File: config.mk
export PLATFORM = sky130hd
export DESIGN_NAME = alarm_tone_gen
export DESIGN_NICKNAME = d
export VERILOG_FILES = /design/src/rtl/alarm_pkg.sv /design/src/rtl/alarm_pwm_mod.sv /design/src/rtl/alarm_tone_gen.sv
export SDC_FILE = /design/constraint.sdc
export NUM_CORES = 1
export LEC_CHECK = 0
export CORE_ASPECT_RATIO = 0.5
export CORE_MARGIN = 2
export CORE_UTILIZATION = 35
export DETAILED_ROUTE_END_ITERATION = 10
export PLACE_DENSITY = 0.61
export SLEW_MARGIN = 20
export SYNTH_ARGS = -nofsm -noshare
export SYNTH_HDL_FRONTEND = slang
export SYNTH_HIERARCHICAL = 1
export SYNTH_SLANG_ARGS = --single-unit
File: constraint.sdc
create_clock -name pclk_i -period 2.5 [get_ports pclk_i]
set_input_delay 0.25 -clock pclk_i [delete_from_list [all_inputs] [get_ports pclk_i]]
set_output_delay 0.25 -clock pclk_i [all_outputs]
set_load 0.05 [all_outputs]
File: src/rtl/alarm_pkg.sv
// Shared types and default cadence constants for the alarm tone generator.
//   alarm_tone_state_t : cadence FSM state encoding
//   DEF_*              : default parameter values (100 MHz clock, 880 Hz tone)
//   max3()             : helper that sizes the shared segment counter
package alarm_pkg;

  typedef enum logic [1:0] {
    IDLE  = 2'd0,
    BEEP  = 2'd1,
    GAP   = 2'd2,
    PAUSE = 2'd3
  } alarm_tone_state_t;

  localparam int DEF_TONE_HALF_PERIOD = 56818;
  localparam int DEF_BEEP_LEN         = 10_000_000;
  localparam int DEF_GAP_LEN          = 10_000_000;
  localparam int DEF_BEEPS_PER_BURST  = 4;
  localparam int DEF_PAUSE_LEN        = 50_000_000;
  localparam int DEF_TIMEOUT_BURSTS   = 60;
  localparam int DEF_VOL_W            = 8;

  function automatic int max3(input int a, input int b, input int c);
    int m;
    m = (a > b) ? a : b;
    return (m > c) ? m : c;
  endfunction

endpackage

File: src/rtl/alarm_pwm_mod.sv
// Volume PWM stage: a free-running counter compared against the volume.
//   pclk_i    : clock
//   presetn_i : asynchronous active-low reset
//   clear_i   : restart the PWM counter at 0 on the next cycle
//   gate_i    : enables the output (tone high and beeping)
//   volume_i  : duty; 0 = always off
//   aud_pwm   : registered PWM output
module alarm_pwm_mod #(
  parameter int VOL_W = 8
) (
  input  logic             pclk_i,
  input  logic             presetn_i,
  input  logic             clear_i,
  input  logic             gate_i,
  input  logic [VOL_W-1:0] volume_i,
  output logic             aud_pwm
);

  logic [VOL_W-1:0] pwm_cnt;

  always_ff @(posedge pclk_i or negedge presetn_i) begin
    if (!presetn_i) begin
      pwm_cnt <= '0;
      aud_pwm <= 1'b0;
    end else begin
      pwm_cnt <= clear_i ? '0 : pwm_cnt + 1'b1;
      aud_pwm <= gate_i & (pwm_cnt < volume_i);
    end
  end

endmodule

File: src/rtl/alarm_tone_gen.sv
// Alarm tone generator: turns an alarm-match pulse into a beep cadence
// (BEEPS_PER_BURST beeps with gaps, then a pause) driving a PWM audio pin.
//   pclk_i       : clock
//   presetn_i    : asynchronous active-low reset
//   alarm_trig_i : 1-cycle pulse, start ringing (ignored while ringing)
//   alarm_off_i  : 1-cycle pulse, stop ringing (highest priority)
//   volume_i     : PWM duty, 0 = silent
//   ringing_o    : high while the cadence FSM is not IDLE
//   timeout_o    : 1-cycle pulse when ringing ends by burst timeout
//   aud_pwm      : PWM audio output
module alarm_tone_gen
  import alarm_pkg::*;
#(
  parameter int TONE_HALF_PERIOD = DEF_TONE_HALF_PERIOD,
  parameter int BEEP_LEN         = DEF_BEEP_LEN,
  parameter int GAP_LEN          = DEF_GAP_LEN,
  parameter int BEEPS_PER_BURST  = DEF_BEEPS_PER_BURST,
  parameter int PAUSE_LEN        = DEF_PAUSE_LEN,
  parameter int TIMEOUT_BURSTS   = DEF_TIMEOUT_BURSTS,
  parameter int VOL_W            = DEF_VOL_W
) (
  input  logic             pclk_i,
  input  logic             presetn_i,
  input  logic             alarm_trig_i,
  input  logic             alarm_off_i,
  input  logic [VOL_W-1:0] volume_i,
  output logic             ringing_o,
  output logic             timeout_o,
  output logic             aud_pwm
);

  localparam int SEG_W   = $clog2(max3(BEEP_LEN, GAP_LEN, PAUSE_LEN) + 1);
  localparam int HALF_W  = $clog2(TONE_HALF_PERIOD + 1);
  localparam int BEEP_W  = $clog2(BEEPS_PER_BURST + 1);
  localparam int BURST_W = (TIMEOUT_BURSTS > 0) ? $clog2(TIMEOUT_BURSTS + 1) : 1;

  localparam logic [SEG_W-1:0]   BEEP_LAST  = SEG_W'(BEEP_LEN - 1);
  localparam logic [SEG_W-1:0]   GAP_LAST   = SEG_W'(GAP_LEN - 1);
  localparam logic [SEG_W-1:0]   PAUSE_LAST = SEG_W'(PAUSE_LEN - 1);
  localparam logic [HALF_W-1:0]  HALF_LAST  = HALF_W'(TONE_HALF_PERIOD - 1);
  localparam logic [BEEP_W-1:0]  BEEP_IDX_LAST = BEEP_W'(BEEPS_PER_BURST - 1);
  localparam logic [BURST_W-1:0] BURST_IDX_LAST =
    (TIMEOUT_BURSTS > 0) ? BURST_W'(TIMEOUT_BURSTS - 1) : '0;

  alarm_tone_state_t   state;
  logic [SEG_W-1:0]    seg_cnt;
  logic [HALF_W-1:0]   half_cnt;
  logic [BEEP_W-1:0]   beep_idx;
  logic [BURST_W-1:0]  burst_idx;
  logic                tone_ph;

  logic                pwm_clear;
  logic                pwm_gate;

  // alarm_off_i also closes the gate so aud_pwm drops in the same cycle
  // that ringing_o does, despite the PWM output register.
  assign pwm_clear = (state == IDLE) & alarm_trig_i & ~alarm_off_i;
  assign pwm_gate  = (state == BEEP) & tone_ph & ~alarm_off_i;

  always_ff @(posedge pclk_i or negedge presetn_i) begin
    if (!presetn_i) begin
      state     <= IDLE;
      seg_cnt   <= '0;
      half_cnt  <= '0;
      beep_idx  <= '0;
      burst_idx <= '0;
      tone_ph   <= 1'b0;
      ringing_o <= 1'b0;
      timeout_o <= 1'b0;
    end else begin
      timeout_o <= 1'b0;
      if (alarm_off_i) begin
        state     <= IDLE;
        seg_cnt   <= '0;
        ringing_o <= 1'b0;
      end else begin
        case (state)
          IDLE: begin
            if (alarm_trig_i) begin
              state     <= BEEP;
              ringing_o <= 1'b1;
              seg_cnt   <= '0;
              half_cnt  <= '0;
              beep_idx  <= '0;
              burst_idx <= '0;
              tone_ph   <= 1'b1;
            end
          end
          BEEP: begin
            if (half_cnt == HALF_LAST) begin
              half_cnt <= '0;
              tone_ph  <= ~tone_ph;
            end else begin
              half_cnt <= half_cnt + 1'b1;
            end
            if (seg_cnt == BEEP_LAST) begin
              seg_cnt <= '0;
              state   <= (beep_idx < BEEP_IDX_LAST) ? GAP : PAUSE;
            end else begin
              seg_cnt <= seg_cnt + 1'b1;
            end
          end
          GAP: begin
            if (seg_cnt == GAP_LAST) begin
              seg_cnt  <= '0;
              state    <= BEEP;
              beep_idx <= beep_idx + 1'b1;
              tone_ph  <= 1'b1;
              half_cnt <= '0;
            end else begin
              seg_cnt <= seg_cnt + 1'b1;
            end
          end
          PAUSE: begin
            if (seg_cnt == PAUSE_LAST) begin
              seg_cnt   <= '0;
              burst_idx <= burst_idx + 1'b1;
              if ((TIMEOUT_BURSTS != 0) && (burst_idx == BURST_IDX_LAST)) begin
                state     <= IDLE;
                ringing_o <= 1'b0;
                timeout_o <= 1'b1;
              end else begin
                // Every burst restarts its first beep in the same tone phase.
                state    <= BEEP;
                beep_idx <= '0;
                tone_ph  <= 1'b1;
                half_cnt <= '0;
              end
            end else begin
              seg_cnt <= seg_cnt + 1'b1;
            end
          end
          default: state <= IDLE;
        endcase
      end
    end
  end

  alarm_pwm_mod #(
    .VOL_W (VOL_W)
  ) u_pwm (
    .pclk_i    (pclk_i),
    .presetn_i (presetn_i),
    .clear_i   (pwm_clear),
    .gate_i    (pwm_gate),
    .volume_i  (volume_i),
    .aud_pwm   (aud_pwm)
  );

endmodule
[Word level (Yosys, flattened, before mapping)]
Cells that the tools add are included.
Storage, ports and cells
  flip-flop bits (word level): 65
  input bits: 12
  output and inout bits: 3
  word-level logic and storage cells: 94
Operators by class
  add/sub/neg operators: 5
  magnitude comparators: 2
  eq/ne operators: 17
  mux-type cells: 42
  bitwise operators: 7
  reductions and logical operators: 11
Operator list (count)
  $mux 26: 4
  $mux 16: 5
  $pmux 26 s3: 1
  $pmux 16 s4: 1
  $add 26x1->26 const B: 1
  $eq 26x24->1 const B: 1
  $eq 26x26->1 const B: 1
  $add 16x1->16 const B: 1
  $eq 16x16->1 const B: 1
  $mux 1: 14
  $mux 3: 4
  $mux 6: 2
  $ne 3x3->1 const B: 4
  $pmux 6 s2: 1
  $reduce_and 4->1: 3
  $reduce_and 6->1: 2
  $mux 2: 5
  $pmux 3 s3: 1
  $add 8x1->8 const B: 1
  $lt 8x8->1: 1
  $mux 8: 1
  $ne 2x2->1 const B: 4
  $pmux 2 s4: 1
  $add 6x1->6 const B: 1
  16 further kinds: 23

[Depth between registers and ports, before layout]
  depth after elaboration: 5
  mapped depth: 10
  mapped depth without buffers: 8

[Hierarchy]
The synthesis kept the hierarchy.
Modules (own cells, without submodules)
  alarm_tone_gen: instances 1, cells an instance 381, area an instance 3363.2 µm², seq. area each 1401.3 µm²
  alarm_pwm_mod: instances 1, cells an instance 56, area an instance 564.3 µm², seq. area each 225.2 µm²

[Worst setup path after synthesis]
No wires, ideal clock.
  path kind: register to register
  start: reg seg_cnt[0]
  end: reg seg_cnt[12]
  library setup time: 76 ps
  data arrival time: 2104 ps
  data required time: 2424 ps
  path slack: 320 ps
  cell stages (with the launch flop): 10
  buffers on the path: 2
  clock period less this slack: 2180 ps
  cells stage by stage: dfrtp_1 -> ha_1 -> and4_4 -> and4_4 -> a21bo_1 -> buf_4 -> a211o_1 -> buf_4 -> or3_1 -> o21ai_1
Between the ends
  word-level cells in the longest chain between the ends: 4
  elaborated cells between the ends (all ways): 7
  classes of those cells: 1 x add/sub; 2 x eq/ne; 4 x mux
RTL lines
  start, declared: RTL line alarm_tone_gen.sv:46  | logic [SEG_W-1:0] seg_cnt;
  start signal, assigned: RTL line alarm_tone_gen.sv:100  | seg_cnt <= seg_cnt + 1'b1;
  start signal, assigned: RTL line alarm_tone_gen.sv:111  | seg_cnt <= seg_cnt + 1'b1;
  start signal, assigned: RTL line alarm_tone_gen.sv:130  | seg_cnt <= seg_cnt + 1'b1;
  $add 26x1->26 (tied with other cells): RTL line alarm_tone_gen.sv:100, alarm_tone_gen.sv:111, alarm_tone_gen.sv:130
  $mux 26, on equally long branches: RTL line alarm_tone_gen.sv:115, alarm_tone_gen.sv:96, alarm_tone_gen.sv:104
  $pmux 26 s3 (*): RTL line alarm_tone_gen.sv:77  | case (state)
  $mux 26 (*): RTL line alarm_tone_gen.sv:72  | if (alarm_off_i) begin
Mark *: on every way between the ends. The rest lies on a longest branch, timed or not.
A chain may end at the register's enable or synchronous reset.

[Final worst setup path]
  start: reg seg_cnt[8]
  end: reg seg_cnt[18]
Same word-level chain as after synthesis.

==> summary.txt <==
GRT
  • GR Util met3: 0.05622
  • Met2 Use GR: 0.2486
  • Via count of the first global-routing pass: 3106
  • Largest net degree at the start of global routing: 27
  • Initial antenna violation count: 0
  • Total track usage: 0.1601
  • Routing usage on met1: 0.2158
  • Gr busiest metal: met2
  • First-pass GRT wire length: 15.41 mm
  • Grt ovf: 0

Worst setup path
  • Crit path kind: reg -> reg
  • Crit path DAT: 2480 ps
  • CP max FO: 10
  • CP Launch Type: register
  • CP required: 2730 ps
  • Setup crit end kind: register

Pwr
  • Leakage power: 1.921 nW
  • Max VDD drop: 0.3214 mV
  • Power, Total: 0.003533 W
  • Pwr dens: 767.5 nW/µm²

Logic synthesis
  • Post-Syn Instances: 437
  • Top_reg_cell synth: dfrtp_1
  • Area contributors post-synth: dfrtp_1 (41%), ha_1 (6.1%), o21ai_1 (4.8%), nand3_1 (3.2%), nor2_1 (3.2%)
  • YS warnings: 6
  • Post-Syn Area per Cell: 8.987 µm²
  • FFs w/ async S/R, synth: 1.000
  • Synth top area share: 0.4141
  • Mapped Area: 3928 µm²
  • Seq/Total Area, Yosys: 0.4141
  • Leading area contributor after synthesis: dfrtp_1
  • Post-synthesis cell type count: 56
  • Synth Register Bits: 65
  • Number of flops mapped to enable cells by yosys: 0
  • Syn_nets: 468

Final layout
  • Final core area utilization: 0.4193
  • Commonest non-fill, non-tap cell in the layout: dfrtp_1
  • Fillers: 1071
  • Cell area after layout: 4603 µm²
  • Layout cells sized above 1: 0.1006
  • Commonest non-fill, non-tap cells in the layout: dfrtp_1 (65), o21ai_1 (38), nor2_1 (33), nand2_1 (30), nand3_1 (25)
  • Antenna cell count: 0
  • Synth-to-layout area growth: 17.20%
  • Nets: 494

Detailed routing
  • DRC marker count from the first detailed-route iteration: 235
  • Vias per cell: 5.291
  • Detailed Route WL: 8.814 mm
  • DR DRC count: 0
  • First-pass DRT Iterations: 4
  • Final ANT Viol Nets: 0
  • Avg WL per Cell: 14.40 µm
  • Vias: 3238

Clocking
  • Clk_lat worst skew: 340 ps
  • # clock sinks: 65
  • H-tree depth: 3
  • CTS clk-pin slew, worst paths: 50 ps
  • Clk root buf: clkbuf_16
  • PostCTS Resize Cnt: 0
  • CTS max path bufs: 2
  • CTS buffer count: 9
  • CTS tree: built

Placement
  • Final GP Congestion: 0.8336
  • Detailed Place HPWL: 6.149 mm
  • Placed Area: 4312 µm²
  • PortBufs: 14

Floorplanning
  • Die height: 78.91 µm
  • Die W: 153.8 µm
  • Starting Density: 0.3577
  • IO Count: 15
  • Area of the core: 10980 µm²
  • Die area: 12140 µm²
  • # rows: 27

STA
  • Min cycle time layout: 2252 ps
  • Final hold slack: 434.7 ps
  • Max transition margin: 0.5109
  • Slew @ Worst Pin: 730.2 ps
  • FMAX: 444.1 MHz
  • Unrepaired setup endpoints after global routing: false
  • Skew final: 5.480 ps
  • Final Hold Fails: 0
  • Slew Viols, Final: 0
  • Setup violators final: 0
  • Final setup TNS: 0 ps
  • Tcrit/Tclk final: 0.9007

Run status
  • Outcome: complete, no violations

Worst hold path
  • Min-delay worst type: in -> async

Job
  • Max-cap violation count: 0
-- where the power goes --
part           switching, W  internal [W]  total, W  leakage [nW]
logic              0.000663      0.000430   0.00109         0.883
registers         0.0000974       0.00114   0.00124         0.894
clock network      0.000459      0.000741   0.00120         0.144
total               0.00122       0.00231   0.00353          1.92
-- per-layer routing --
metal  part of all wire  up-vias
met5                  0        -
met4             0.0068        0
met3              0.033        4
met2               0.44       35
met1               0.52     1543
li1                   -     1656
-- state kept, by name (all words and copies together), names as in the netlist --
| signal | count |
|---|---|
| beep_idx | 3 |
| burst_idx | 6 |
| half_cnt | 16 |
| ringing_o | 1 |
| seg_cnt | 26 |
| state | 2 |
| timeout_o | 1 |
| tone_ph | 1 |
| u_pwm/aud_pwm | 1 |
| u_pwm/pwm_cnt | 8 |
-- path summary, 6_finish.rpt --
path,depth (start not counted),startpoint,to,slack [ps]
max in group asynchronous,3,presetn_i,half_cnt[12],1320
worst min-delay path,2,presetn_i,seg_cnt[5],430
worst max-delay path,7,seg_cnt[8],seg_cnt[18],250
worst max register to register,7,seg_cnt[8],seg_cnt[18],250
worst min register to register,1,half_cnt[15],half_cnt[15],480
min in group pclk_i,1,half_cnt[15],half_cnt[15],480
-- area by class of cell --
type	count	area, µm²	share of cell area
multi-input combinational	330	2127	0.4621
sequential	65	1627	0.3534
timing repair buffer	34	300.3	0.06524
clock buffer	12	266.5	0.05790
tap	145	181.4	0.03941
inverter	23	86.33	0.01876
clock inverter	3	15.01	0.003262
-- cell usage after synthesis (all sizes together), types with 9 or more instances --
library cell  number
buf               10
nand4             13
or3               12
a21oi             19
ha                19
o31ai             16
nand2b            10
clkbuf             9
a31oi             13
o21ai             45
dfrtp             65
and3              13
nor3              10
nand2             30
nor2              33
nand3             27
inv               23
-- per-stage QoR --
stage,worst slack [ps],std cells
6_report,248.3,612
5_1_grt,50.81,612
4_1_cts,252.5,612
3_5_place_dp,259.5,596
3_3_place_gp,284.9,596
2_1_floorplan,319.6,437
-- kinds of logic after synthesis --
group | synth area share
XOR/XNOR | 0.02453
buffers and inverters | 0.04428
AO/OA/AOI/OAI | 0.1816
flip-flops | 0.4141
adder cells (fa/ha/maj) | 0.06053
AND/OR/NAND/NOR | 0.2644
multiplexers | 0.01051
-- critical path, stage by stage (launching register included) --
cell and delay (ps):
dfrtp_1 470, nor4bb_2 430, nand4_1 230, o21ai_1 230, a211o_1 290, buf_4 220
o21ai_1 80, a21o_1 180
-- timing repair --
item	CTS	global route
endpoints found under the setup margin	0	0
endpoints found under the hold margin	21	0
hold buffers	1	0
setup buffers	0	0
Power figures use the tool's default switching activity.
==> edit, RTL diff (config.mk and constraints unchanged) <==
Set the package constant `DEF_TIMEOUT_BURSTS` to 120 (it was 60).
--- a/src/rtl/alarm_pkg.sv
+++ b/src/rtl/alarm_pkg.sv
@@ -16,7 +16,7 @@
   localparam int DEF_GAP_LEN          = 10_000_000;
   localparam int DEF_BEEPS_PER_BURST  = 4;
   localparam int DEF_PAUSE_LEN        = 50_000_000;
-  localparam int DEF_TIMEOUT_BURSTS   = 60;
+  localparam int DEF_TIMEOUT_BURSTS   = 120;
   localparam int DEF_VOL_W            = 8;
 
   function automatic int max3(input int a, input int b, input int c);
Check against the original RTL: no difference found for any inputs over 10 cycles, from zero or initial values and one cycle with presetn_i low; that may be too few to reach the edited logic, so the function may still have changed.
==> edit against the unedited design <==
Cell area up 4.1%. First-iteration DRC count increased by 11%. Sequential cell count up 1. Area after synthesis about the same. Power is 4.7% higher. Utilization increased by 1.8 points. Clock skew increased by 3.2 ps. Critical path depth unchanged. Fmax is 5.8% lower. Setup slack got worse by 140 ps. Routed wire length increased by 0.87%. Count of clock-buffer cells in the layout decreased by 3. Critical endpoint is now half_cnt[7].
==> edit: results <==
[detailed_routing]
dr.pass1.iters = 6
via_count = 3348
dr.first_iter.drc_count = 260
wirelength_um = 8890
vias_per_cell = 5.32

[yosys]
synthXorXnorAreaFrac_pct = 2.90
muxShareOfSynthArea_pct = 1.08
yosysWarningCount = 6
synth_fa_ha_area_share_pct = 6.06
yosysUniqueCellTypes = 52
synth_common_cells = "66 x dfrtp_1, 46 x nor2_1, 42 x o21ai_0"
synth.avg_cell_area_um2 = 8.92
syn-num-nets = 471
yosysSeqAreaShare_pct = 42.1
yosys-top-cells-area = "dfrtp_1 42%, ha_1 6.1%, o21ai_0 5.4%"
synth_compound_area_share_pct = 18.6

[layout]
nNetsFinal = 510
layout.filler_cells = 1083
drive_above_1_share_pct = 13.8

[global_route]
track_usage_pct = 16.2
grt_max_degree = 67

[worst_setup_path]
ff2ff_setup_slack_ps = 110
regToRegEndpoint = "half_cnt[7]"
critPathMaxFanout = 15
worstPathArrival_ps = 2630
rr_startpoint = "seg_cnt[25]"

[placement]
place_hpwl_um = 6190
place.gp.congestion = 0.835
post_dp_cell_area_mm2 = 0.00441
pre_cts_ws_ps = 62.2
dp_cells = 611

[power]
ir_worst_vdd_mv = 0.281
leakagePower_uw = 0.00204

[timing]
fin_skew_ps = 8.70
relSlewSlack_pct = 63.2

[status]
outcome = "finished clean"
-- edit: metrics by stage --
step | total power (uW) | setup TNS (ps) | hold slack, ps
finish | 3700 | 0 | 441
global route | 3960 | -34.7 | 507
CTS | 3730 | 0 | 481
detailed placement | 2350 | 0 | 302
global placement | 2340 | 0 | 300
floorplan | 1980 | 0 | -45.6
-- edit: worst max-delay path by stage --
stage	slack, ps	to	cells past startpoint	startpoint
6_report	110	half_cnt[7]	7	seg_cnt[25]
5_1_grt	-30	seg_cnt[24]	9	seg_cnt[11]
4_1_cts	30	seg_cnt[24]	8	seg_cnt[11]
3_5_place_dp	60	seg_cnt[24]	8	seg_cnt[11]
3_3_place_gp	80	seg_cnt[24]	8	seg_cnt[11]
2_1_floorplan	150	half_cnt[8]	9	state[0]
-- edit: layout make-up --
type / instances / area [um2] / area share (%)
Tap cell: 145 / 181 / 3.79
Inverter: 19 / 71.3 / 1.49
Timing Repair Buffer: 45 / 403 / 8.41
Clock inverter: 7 / 93.8 / 1.96
Multi-Input combinational cell: 338 / 2160 / 45.2
Sequential cell: 66 / 1650 / 34.5
Clock buffer: 9 / 225 / 4.70
-- edit: cells by family after synthesis --
group | after synthesis
compound gates | 113
xor+xnor | 13
fa+ha+maj | 19
buf+inv | 36
flops | 66
mux | 4
simple gates | 189
-- edit: routing by layer --
layer / GRT usage [%] / vias to the layer above / share of wire (%)
met5: 0 / - / 0
met4: 5.05 / 0 / 1.2
met3: 4.69 / 9 / 2.8
met2: 25.0 / 33 / 45
met1: 22.0 / 1623 / 51
li1: - / 1683 / -
-- edit: worst max-delay path, stage by stage (launching register included) --
cell and delay, ps:
dfrtp_1 410, nand4bb_1 190, or4_4 510, nor4_4 330, o211ai_2 140, or2_0 250
buf_6 170, o41ai_2 300
-- edit: what timing repair did --
item / in CTS / in global routing
hold buffers: 1 / 0
endpoints found under the hold margin: 66 / 0
gates resized for setup: 0 / 9
setup endpoints to repair: 0 / 12
buffers inserted: 0 / 1
-- edit: power breakdown --
part / switching [uW] / internal, uW
combinational: 636 / 443
clock: 483 / 870
sequential: 107 / 1160
